[src/rtl/serial_adder_ctrl_if.sv]
// Handshake/operand/result bundle for serial_adder_ctrl.
// The zero port exists only when SERIAL_ADDER_ZERO_FLAG_EN is defined.
interface serial_adder_ctrl_if #(
    parameter int WIDTH = 32
);
    logic             start;
    logic             sub;
    logic [WIDTH-1:0] a;
    logic [WIDTH-1:0] b;
    logic             ready;
    logic             done;
    logic [WIDTH-1:0] result;
    logic             cout;
    logic             overflow;
`ifdef SERIAL_ADDER_ZERO_FLAG_EN
    logic             zero;

    modport master (
        output start, sub, a, b,
        input  ready, done, result, cout, overflow, zero
    );
    modport slave (
        input  start, sub, a, b,
        output ready, done, result, cout, overflow, zero
    );
`else
    modport master (
        output start, sub, a, b,
        input  ready, done, result, cout, overflow
    );
    modport slave (
        input  start, sub, a, b,
        output ready, done, result, cout, overflow
    );
`endif
endinterface

[src/rtl/serial_adder_ctrl.sv]
// Bit-serial add/subtract sequencer: one full-adder cell, one bit per clock, LSB first.
// Optional zero flag enabled by defining SERIAL_ADDER_ZERO_FLAG_EN.
module serial_adder_ctrl #(
    parameter int WIDTH = 32,
    parameter int CNT_W = 6
) (
    input  logic                 clk,
    input  logic                 rst,
    serial_adder_ctrl_if.slave   bus
);

    typedef enum logic [1:0] {
        IDLE = 2'd0,
        RUN  = 2'd1,
        DONE = 2'd2
    } state_t;

    localparam logic [CNT_W-1:0] LAST_BIT = CNT_W'(WIDTH - 1);

    // The one and only arithmetic element: {carry_out, sum}.
    function automatic logic [1:0] full_adder(input logic x, input logic y, input logic ci);
        return {(x & y) | (x & ci) | (y & ci), x ^ y ^ ci};
    endfunction

    state_t           state_q;
    logic             ready_q;
    logic             done_q;
    logic [WIDTH-1:0] sa_q;
    logic [WIDTH-1:0] sb_q;
    logic [WIDTH-1:0] result_q;
    logic             carry_q;
    logic             cout_q;
    logic             ovf_q;
    logic [CNT_W-1:0] cnt_q;
    logic             sum_d;
    logic             carry_d;
`ifdef SERIAL_ADDER_ZERO_FLAG_EN
    logic             sticky_q;
    logic             zero_q;
`endif

    always_comb begin
        {carry_d, sum_d} = full_adder(sa_q[0], sb_q[0], carry_q);
    end

    always_ff @(posedge clk or posedge rst) begin
        if (rst) begin
            state_q  <= IDLE;
            ready_q  <= 1'b1;
            done_q   <= 1'b0;
            sa_q     <= '0;
            sb_q     <= '0;
            result_q <= '0;
            carry_q  <= 1'b0;
            cout_q   <= 1'b0;
            ovf_q    <= 1'b0;
            cnt_q    <= '0;
`ifdef SERIAL_ADDER_ZERO_FLAG_EN
            sticky_q <= 1'b0;
            zero_q   <= 1'b0;
`endif
        end else begin
            case (state_q)
                IDLE: begin
                    done_q <= 1'b0;
                    if (bus.start) begin
                        // Subtraction runs as A + ~B with the initial carry supplying the +1.
                        sa_q    <= bus.a;
                        sb_q    <= bus.sub ? ~bus.b : bus.b;
                        carry_q <= bus.sub;
                        cnt_q   <= '0;
                        ready_q <= 1'b0;
                        state_q <= RUN;
`ifdef SERIAL_ADDER_ZERO_FLAG_EN
                        sticky_q <= 1'b0;
`endif
                    end
                end
                RUN: begin
                    result_q <= {sum_d, result_q[WIDTH-1:1]};
                    sa_q     <= sa_q >> 1;
                    sb_q     <= sb_q >> 1;
                    carry_q  <= carry_d;
                    cnt_q    <= cnt_q + 1'b1;
`ifdef SERIAL_ADDER_ZERO_FLAG_EN
                    sticky_q <= sticky_q | sum_d;
`endif
                    if (cnt_q == LAST_BIT) begin
                        // carry_q still holds the carry into the MSB here.
                        ovf_q   <= carry_q ^ carry_d;
                        cout_q  <= carry_d;
                        done_q  <= 1'b1;
                        state_q <= DONE;
`ifdef SERIAL_ADDER_ZERO_FLAG_EN
                        zero_q  <= ~(sticky_q | sum_d);
`endif
                    end
                end
                DONE: begin
                    done_q  <= 1'b0;
                    ready_q <= 1'b1;
                    state_q <= IDLE;
                end
                default: begin
                    done_q  <= 1'b0;
                    ready_q <= 1'b1;
                    state_q <= IDLE;
                end
            endcase
        end
    end

    assign bus.ready    = ready_q;
    assign bus.done     = done_q;
    assign bus.result   = result_q;
    assign bus.cout     = cout_q;
    assign bus.overflow = ovf_q;
`ifdef SERIAL_ADDER_ZERO_FLAG_EN
    assign bus.zero     = zero_q;
`endif

endmodule
[src/flat_wrapper.sv]
// flat-port wrapper written by rule: the top's interface ports become plain ports
module serial_adder_ctrl_flat 
#(
    parameter int WIDTH = 32,
    parameter int CNT_W = 6
)
  (clk, rst, bus_start, bus_sub, bus_a, bus_b, bus_ready, bus_done, bus_result, bus_cout, bus_overflow);
  serial_adder_ctrl_if #(.WIDTH(WIDTH)) bus_i ();
  input  logic clk;
  input  logic rst;
  input wire logic [$bits(bus_i.start)-1:0] bus_start;
  input wire logic [$bits(bus_i.sub)-1:0] bus_sub;
  input wire logic [$bits(bus_i.a)-1:0] bus_a;
  input wire logic [$bits(bus_i.b)-1:0] bus_b;
  output wire logic [$bits(bus_i.ready)-1:0] bus_ready;
  output wire logic [$bits(bus_i.done)-1:0] bus_done;
  output wire logic [$bits(bus_i.result)-1:0] bus_result;
  output wire logic [$bits(bus_i.cout)-1:0] bus_cout;
  output wire logic [$bits(bus_i.overflow)-1:0] bus_overflow;
  assign bus_i.start = bus_start;
  assign bus_i.sub = bus_sub;
  assign bus_i.a = bus_a;
  assign bus_i.b = bus_b;
  assign bus_ready = bus_i.ready;
  assign bus_done = bus_i.done;
  assign bus_result = bus_i.result;
  assign bus_cout = bus_i.cout;
  assign bus_overflow = bus_i.overflow;
  serial_adder_ctrl #(.WIDTH(WIDTH), .CNT_W(CNT_W)) u_core (.clk(clk), .rst(rst), .bus(bus_i));
endmodule
[config.mk]
export PLATFORM = sky130hd
export DESIGN_NAME = serial_adder_ctrl_flat
export DESIGN_NICKNAME = d
export VERILOG_FILES = /design/src/rtl/serial_adder_ctrl_if.sv /design/src/rtl/serial_adder_ctrl.sv /design/src/flat_wrapper.sv
export SDC_FILE = /design/constraint.sdc
export NUM_CORES = 1
export LEC_CHECK = 0
export ABC_AREA = 1
export BUFFER_PORTS_ARGS = -buffer_cell sky130_fd_sc_hd__buf_4
export CORE_UTILIZATION = 59
export DETAILED_ROUTE_END_ITERATION = 7
export HOLD_SLACK_MARGIN = 0.06
export PLACE_DENSITY = 0.94
export SYNTH_ARGS = -nofsm -noshare
export SYNTH_HDL_FRONTEND = slang
export SYNTH_SLANG_ARGS = --single-unit
[constraint.sdc]
create_clock -name clk -period 9.15 [get_ports clk]
set_input_delay 1.3725 -clock clk [delete_from_list [all_inputs] [get_ports clk]]
set_output_delay 1.3725 -clock clk [all_outputs]
set_load 0.01 [all_outputs]
==> flow_summary.html <==
<table>
<tr><th>Metric</th><th>Value</th></tr>
<tr><th colspan="2">Pwr</th></tr>
<tr><td>Combinational group share of total power</td><td>36.5%</td></tr>
<tr><td>Clock power share</td><td>18.3%</td></tr>
<tr><td>Leakage power</td><td>0.003100 µW</td></tr>
<tr><td>Net Switching</td><td>691.6 µW</td></tr>
<tr><td>Net Sw Frac</td><td>37.84%</td></tr>
<tr><td>Sequential power share</td><td>45.2%</td></tr>
<tr><td>Power Dens Cells</td><td>309.7 nW/µm²</td></tr>
<tr><td>Maximum vdd drop</td><td>0.1498 mV</td></tr>
<tr><td>Internal portion of total power</td><td>1136 µW</td></tr>
<tr><th colspan="2">Drt</th></tr>
<tr><td>Residual antenna-violating net count after detailed routing</td><td>0</td></tr>
<tr><td>Via count of the routed design</td><td>4184</td></tr>
<tr><td>WL per Instance</td><td>13.80 µm</td></tr>
<tr><td>Via density</td><td>5.378</td></tr>
<tr><td>Initial drt markers</td><td>347</td></tr>
<tr><td>Wire length after detailed routing</td><td>10.74 mm</td></tr>
<tr><td>Pre-antenna DRT Iters</td><td>5</td></tr>
<tr><td>Number of remaining DRC errors</td><td>0</td></tr>
<tr><th colspan="2">Synth</th></tr>
<tr><td>Adder-cell area share of the yosys netlist</td><td>0.6576%</td></tr>
<tr><td>Post-synthesis cell area</td><td>4947 µm²</td></tr>
<tr><td>Asr flop ratio synth</td><td>100.0%</td></tr>
<tr><td>Cell with the most instances after synthesis</td><td>sky130_fd_sc_hd__nand2_1</td></tr>
<tr><td>Most numerous cell types in the synthesized netlist</td><td>sky130_fd_sc_hd__nand2_1, sky130_fd_sc_hd__dfrtp_1, sky130_fd_sc_hd__nand3_1, sky130_fd_sc_hd__xor2_1, sky130_fd_sc_hd__buf_2</td></tr>
<tr><td>Simple-gate share of the synthesized area</td><td>32.37%</td></tr>
<tr><td>Post-synthesis average cell area</td><td>8.428 µm²</td></tr>
<tr><td>Yosys reg bits</td><td>109</td></tr>
<tr><td>Number of cells produced by synthesis</td><td>587</td></tr>
<tr><td>Leading post-synthesis cells by cell area</td><td>sky130_fd_sc_hd__dfrtp_1, sky130_fd_sc_hd__nand2_1, sky130_fd_sc_hd__nand3_1</td></tr>
<tr><td>Post-synth top area cell</td><td>sky130_fd_sc_hd__dfrtp_1</td></tr>
<tr><td>Synthesized netlist net count</td><td>657</td></tr>
<tr><td>Dominant combinational cell family by area after synthesis</td><td>simple AND/OR/NAND/NOR gates</td></tr>
<tr><td>Number of distinct library cells after synthesis</td><td>22</td></tr>
<tr><td>Mux cell area share after synthesis</td><td>0%</td></tr>
<tr><td>Most used DFF post-synth</td><td>sky130_fd_sc_hd__dfrtp_1</td></tr>
<tr><td>Register area share after synthesis</td><td>55.16%</td></tr>
<tr><td>Number of flops mapped to enable cells by yosys</td><td>0</td></tr>
<tr><td>Xor-xnor portion of the synthesized cell area</td><td>5.842%</td></tr>
<tr><td>Total of warnings raised by yosys</td><td>0</td></tr>
<tr><td>Area share of the largest cell type after synthesis</td><td>54.63%</td></tr>
<tr><td>Complex-gate fraction of the synthesized area</td><td>0.9105%</td></tr>
<tr><th colspan="2">GRT</th></tr>
<tr><td>Global-route wire length before repair</td><td>17.85 mm</td></tr>
<tr><td>Maximum number of pins on one net before global-route repair</td><td>104</td></tr>
<tr><td>Initial antenna violation count</td><td>0</td></tr>
<tr><td>Vias in the first global route</td><td>3852</td></tr>
<tr><td>Tot GR Track Use</td><td>26.03%</td></tr>
<tr><td>Gr ovfl total</td><td>0</td></tr>
<tr><th colspan="2">Worst setup path</th></tr>
<tr><td>Kind of start point of the critical path</td><td>primary input</td></tr>
<tr><td>Type of the setup path with the least slack</td><td>in -&gt; reg</td></tr>
<tr><td>Arrival time at the worst endpoint</td><td>3020 ps</td></tr>
<tr><td>Critical Path RT</td><td>9440 ps</td></tr>
<tr><td>Endpoint kind of the worst setup timing path</td><td>flip-flop</td></tr>
<tr><td>Worst Path Max Fanout</td><td>37</td></tr>
<tr><td>Critical Path Start</td><td>bus_start</td></tr>
<tr><td>RR Startpoint</td><td>u_core.state_q[0]$_DFFE_PP0P_</td></tr>
<tr><th colspan="2">CTS</th></tr>
<tr><td># resized after CTS</td><td>0</td></tr>
<tr><td>Max Root-Sink Buffers</td><td>2</td></tr>
<tr><td>Number of hold-repair buffers added at the cts stage</td><td>0</td></tr>
<tr><td>Clock tree from TritonCTS</td><td>yes</td></tr>
<tr><td>Number of buffers added by the clock tree synthesis step</td><td>9</td></tr>
<tr><td>Master cell of the clock root buffer</td><td>sky130_fd_sc_hd__clkbuf_8</td></tr>
<tr><td>Number of clock sinks</td><td>109</td></tr>
<tr><td>Clock insertion delay at the later pin of the skew report</td><td>360 ps</td></tr>
<tr><td>Clock transition time at the flip-flop clock pins of the worst setup and hold paths</td><td>90 ps</td></tr>
<tr><td>Post-CTS setup buffers</td><td>0</td></tr>
<tr><td>Maximum level of the CTS H-tree</td><td>3</td></tr>
<tr><th colspan="2">Cells and area</th></tr>
<tr><td>Nets</td><td>739</td></tr>
<tr><td>Fill cell count</td><td>576</td></tr>
<tr><td>Share of final-layout standard cells stronger than drive strength 1</td><td>19.02%</td></tr>
<tr><td>Final core area utilization</td><td>72.18%</td></tr>
<tr><td>Area growth from synthesis to layout</td><td>19.27%</td></tr>
<tr><td>Diode count</td><td>0</td></tr>
<tr><td>Final instance area</td><td>5901 µm²</td></tr>
<tr><th colspan="2">Placement</th></tr>
<tr><td>Place WS</td><td>6125 ps</td></tr>
<tr><td>DPL Wire Length</td><td>6.975 mm</td></tr>
<tr><td>Final weighted congestion in routability-driven placement</td><td>0.8054</td></tr>
<tr><td>Count of input and output buffers</td><td>103</td></tr>
<tr><td>Placed Area</td><td>5672 µm²</td></tr>
<tr><th colspan="2">STA</th></tr>
<tr><td>Final period utilization</td><td>29.86%</td></tr>
<tr><td>Hold violation count in the final report</td><td>0</td></tr>
<tr><td>Min cycle time layout</td><td>2732 ps</td></tr>
<tr><td>Count of pins over their slew limit</td><td>0</td></tr>
<tr><td>Total Neg Setup Slack</td><td>0 ps</td></tr>
<tr><td>Endpoints failing setup</td><td>0</td></tr>
<tr><td>Final critical-path setup slack</td><td>6418 ps</td></tr>
<tr><td>Transition at the pin with the smallest max-transition slack</td><td>1041 ps</td></tr>
<tr><td>Maximum achievable frequency</td><td>0.3660 GHz</td></tr>
<tr><td>Worst slack on hold paths</td><td>484.5 ps</td></tr>
<tr><td>Maximum clock skew at final layout</td><td>7.405 ps</td></tr>
<tr><td>Unrepaired setup endpoints after global routing</td><td>no</td></tr>
<tr><td>Max-Slew Margin vs Limit</td><td>30.51%</td></tr>
<tr><th colspan="2">Floorplanning</th></tr>
<tr><td>Initial Util</td><td>60.51%</td></tr>
<tr><td>Die area</td><td>8755 µm²</td></tr>
<tr><td>Width of the die</td><td>93.57 µm</td></tr>
<tr><td>Number of rows in the core area</td><td>33</td></tr>
<tr><td>Count of pins on the block boundary</td><td>104</td></tr>
<tr><td>Floorplan core area</td><td>8175 µm²</td></tr>
<tr><td>Die Y</td><td>93.57 µm</td></tr>
<tr><th colspan="2">Hold path</th></tr>
<tr><td>Worst hold-check path type</td><td>reg -&gt; reg</td></tr>
<tr><td>Source of the worst hold timing path</td><td>u_core.sa_q[31]$_DFFE_PP0P_</td></tr>
<tr><th colspan="2">Status</th></tr>
<tr><td>Run status</td><td>finished clean</td></tr>
<tr><th colspan="2">Flow run</th></tr>
<tr><td>Number of max-capacitance violations reported</td><td>0</td></tr>
</table>
through the flow:
stage / total power, µW / instances
5_1_grt: 1961 / 778
3_5_place_dp: 1499 / 763
4_1_cts: 1834 / 778
2_1_floorplan: 1273 / 587
6_report: 1828 / 778
3_3_place_gp: 1447 / 763
flip-flops by register name (all words and copies together) (netlist names):
name and count:
u_core.bus.done 1, u_core.bus.ready 1, u_core.sb_q 32, u_core.bus.overflow 1, u_core.state_q 2, u_core.cnt_q 6, u_core.sa_q 32, u_core.bus.result 32
u_core.carry_q 1, u_core.bus.cout 1
final timing paths:
path	slack [ps]	end	cells after the start
setup reg to reg	6690	u_core.sa_q[1]$_DFFE_PP0P_	7
max in group asynchronous	6890	u_core.bus.result[30]$_DFFE_PP0P_	3
min in group asynchronous	1120	u_core.sa_q[8]$_DFFE_PP0P_	2
setup / recovery	6420	u_core.sa_q[1]$_DFFE_PP0P_	6
hold reg to reg	480	u_core.sa_q[31]$_DFFE_PP0P_	2
hold / removal	480	u_core.sa_q[31]$_DFFE_PP0P_	2
power by group through the flow:
stage | combinational, µW | sequential [µW] | clock, µW
after floorplan | 446 | 828 | 0
after global placement | 628 | 819 | 0
after detailed placement | 670 | 829 | 0
after CTS | 673 | 824 | 338
after global routing | 756 | 849 | 356
final | 667 | 826 | 334
layout make-up:
class                      count  area, µm²  share of cell area, %
sequential                   109       2729                  46.25
multi-input combinational    433       1976                  33.48
timing repair buffer         106      795.8                  13.49
clock buffer                  11      131.4                  2.226
tap                          105      131.4                  2.226
clock inverter                 4      97.59                  1.654
inverter                      10      40.04                 0.6785
worst max-delay path, stage by stage:
cell and delay [ps]:
sky130_fd_sc_hd__buf_4 120, sky130_fd_sc_hd__nand2_2 480, sky130_fd_sc_hd__nand2_1 200, sky130_fd_sc_hd__inv_2 530
sky130_fd_sc_hd__nand2_1 170, sky130_fd_sc_hd__nand3_1 120
cell families (layout without fill, tap and decap cells):
family,Yosys count,in the layout
AND/OR/NAND/NOR,389,389
flip-flops,109,109
buffers and inverters,45,131
XOR/XNOR,33,33
AO/OA/AOI/OAI,9,9
adder cells (fa/ha/maj),2,2
layout by cell type (no fill, tap or decap), drive strengths merged, types with 2 or more instances in the layout:
master,count
xnor2,2
o21ai,8
clkbuf,11
nand2,275
nor2,11
buf,106
xor2,31
inv,10
nand3,100
nand4,2
dfrtp,108
bufinv,3
layer usage:
| metal | GRT usage [%] | vias to the layer above | routed length (µm) |
|---|---|---|---|
| met5 | 0 | - | 0 |
| met4 | 10.64 | 0 | 261 |
| met3 | 3.252 | 22 | 518 |
| met2 | 42.10 | 149 | 5421 |
| met1 | 35.84 | 2007 | 4538 |
| li1 | - | 2006 | - |
Note: power is estimated with default switching activity, not from simulation.
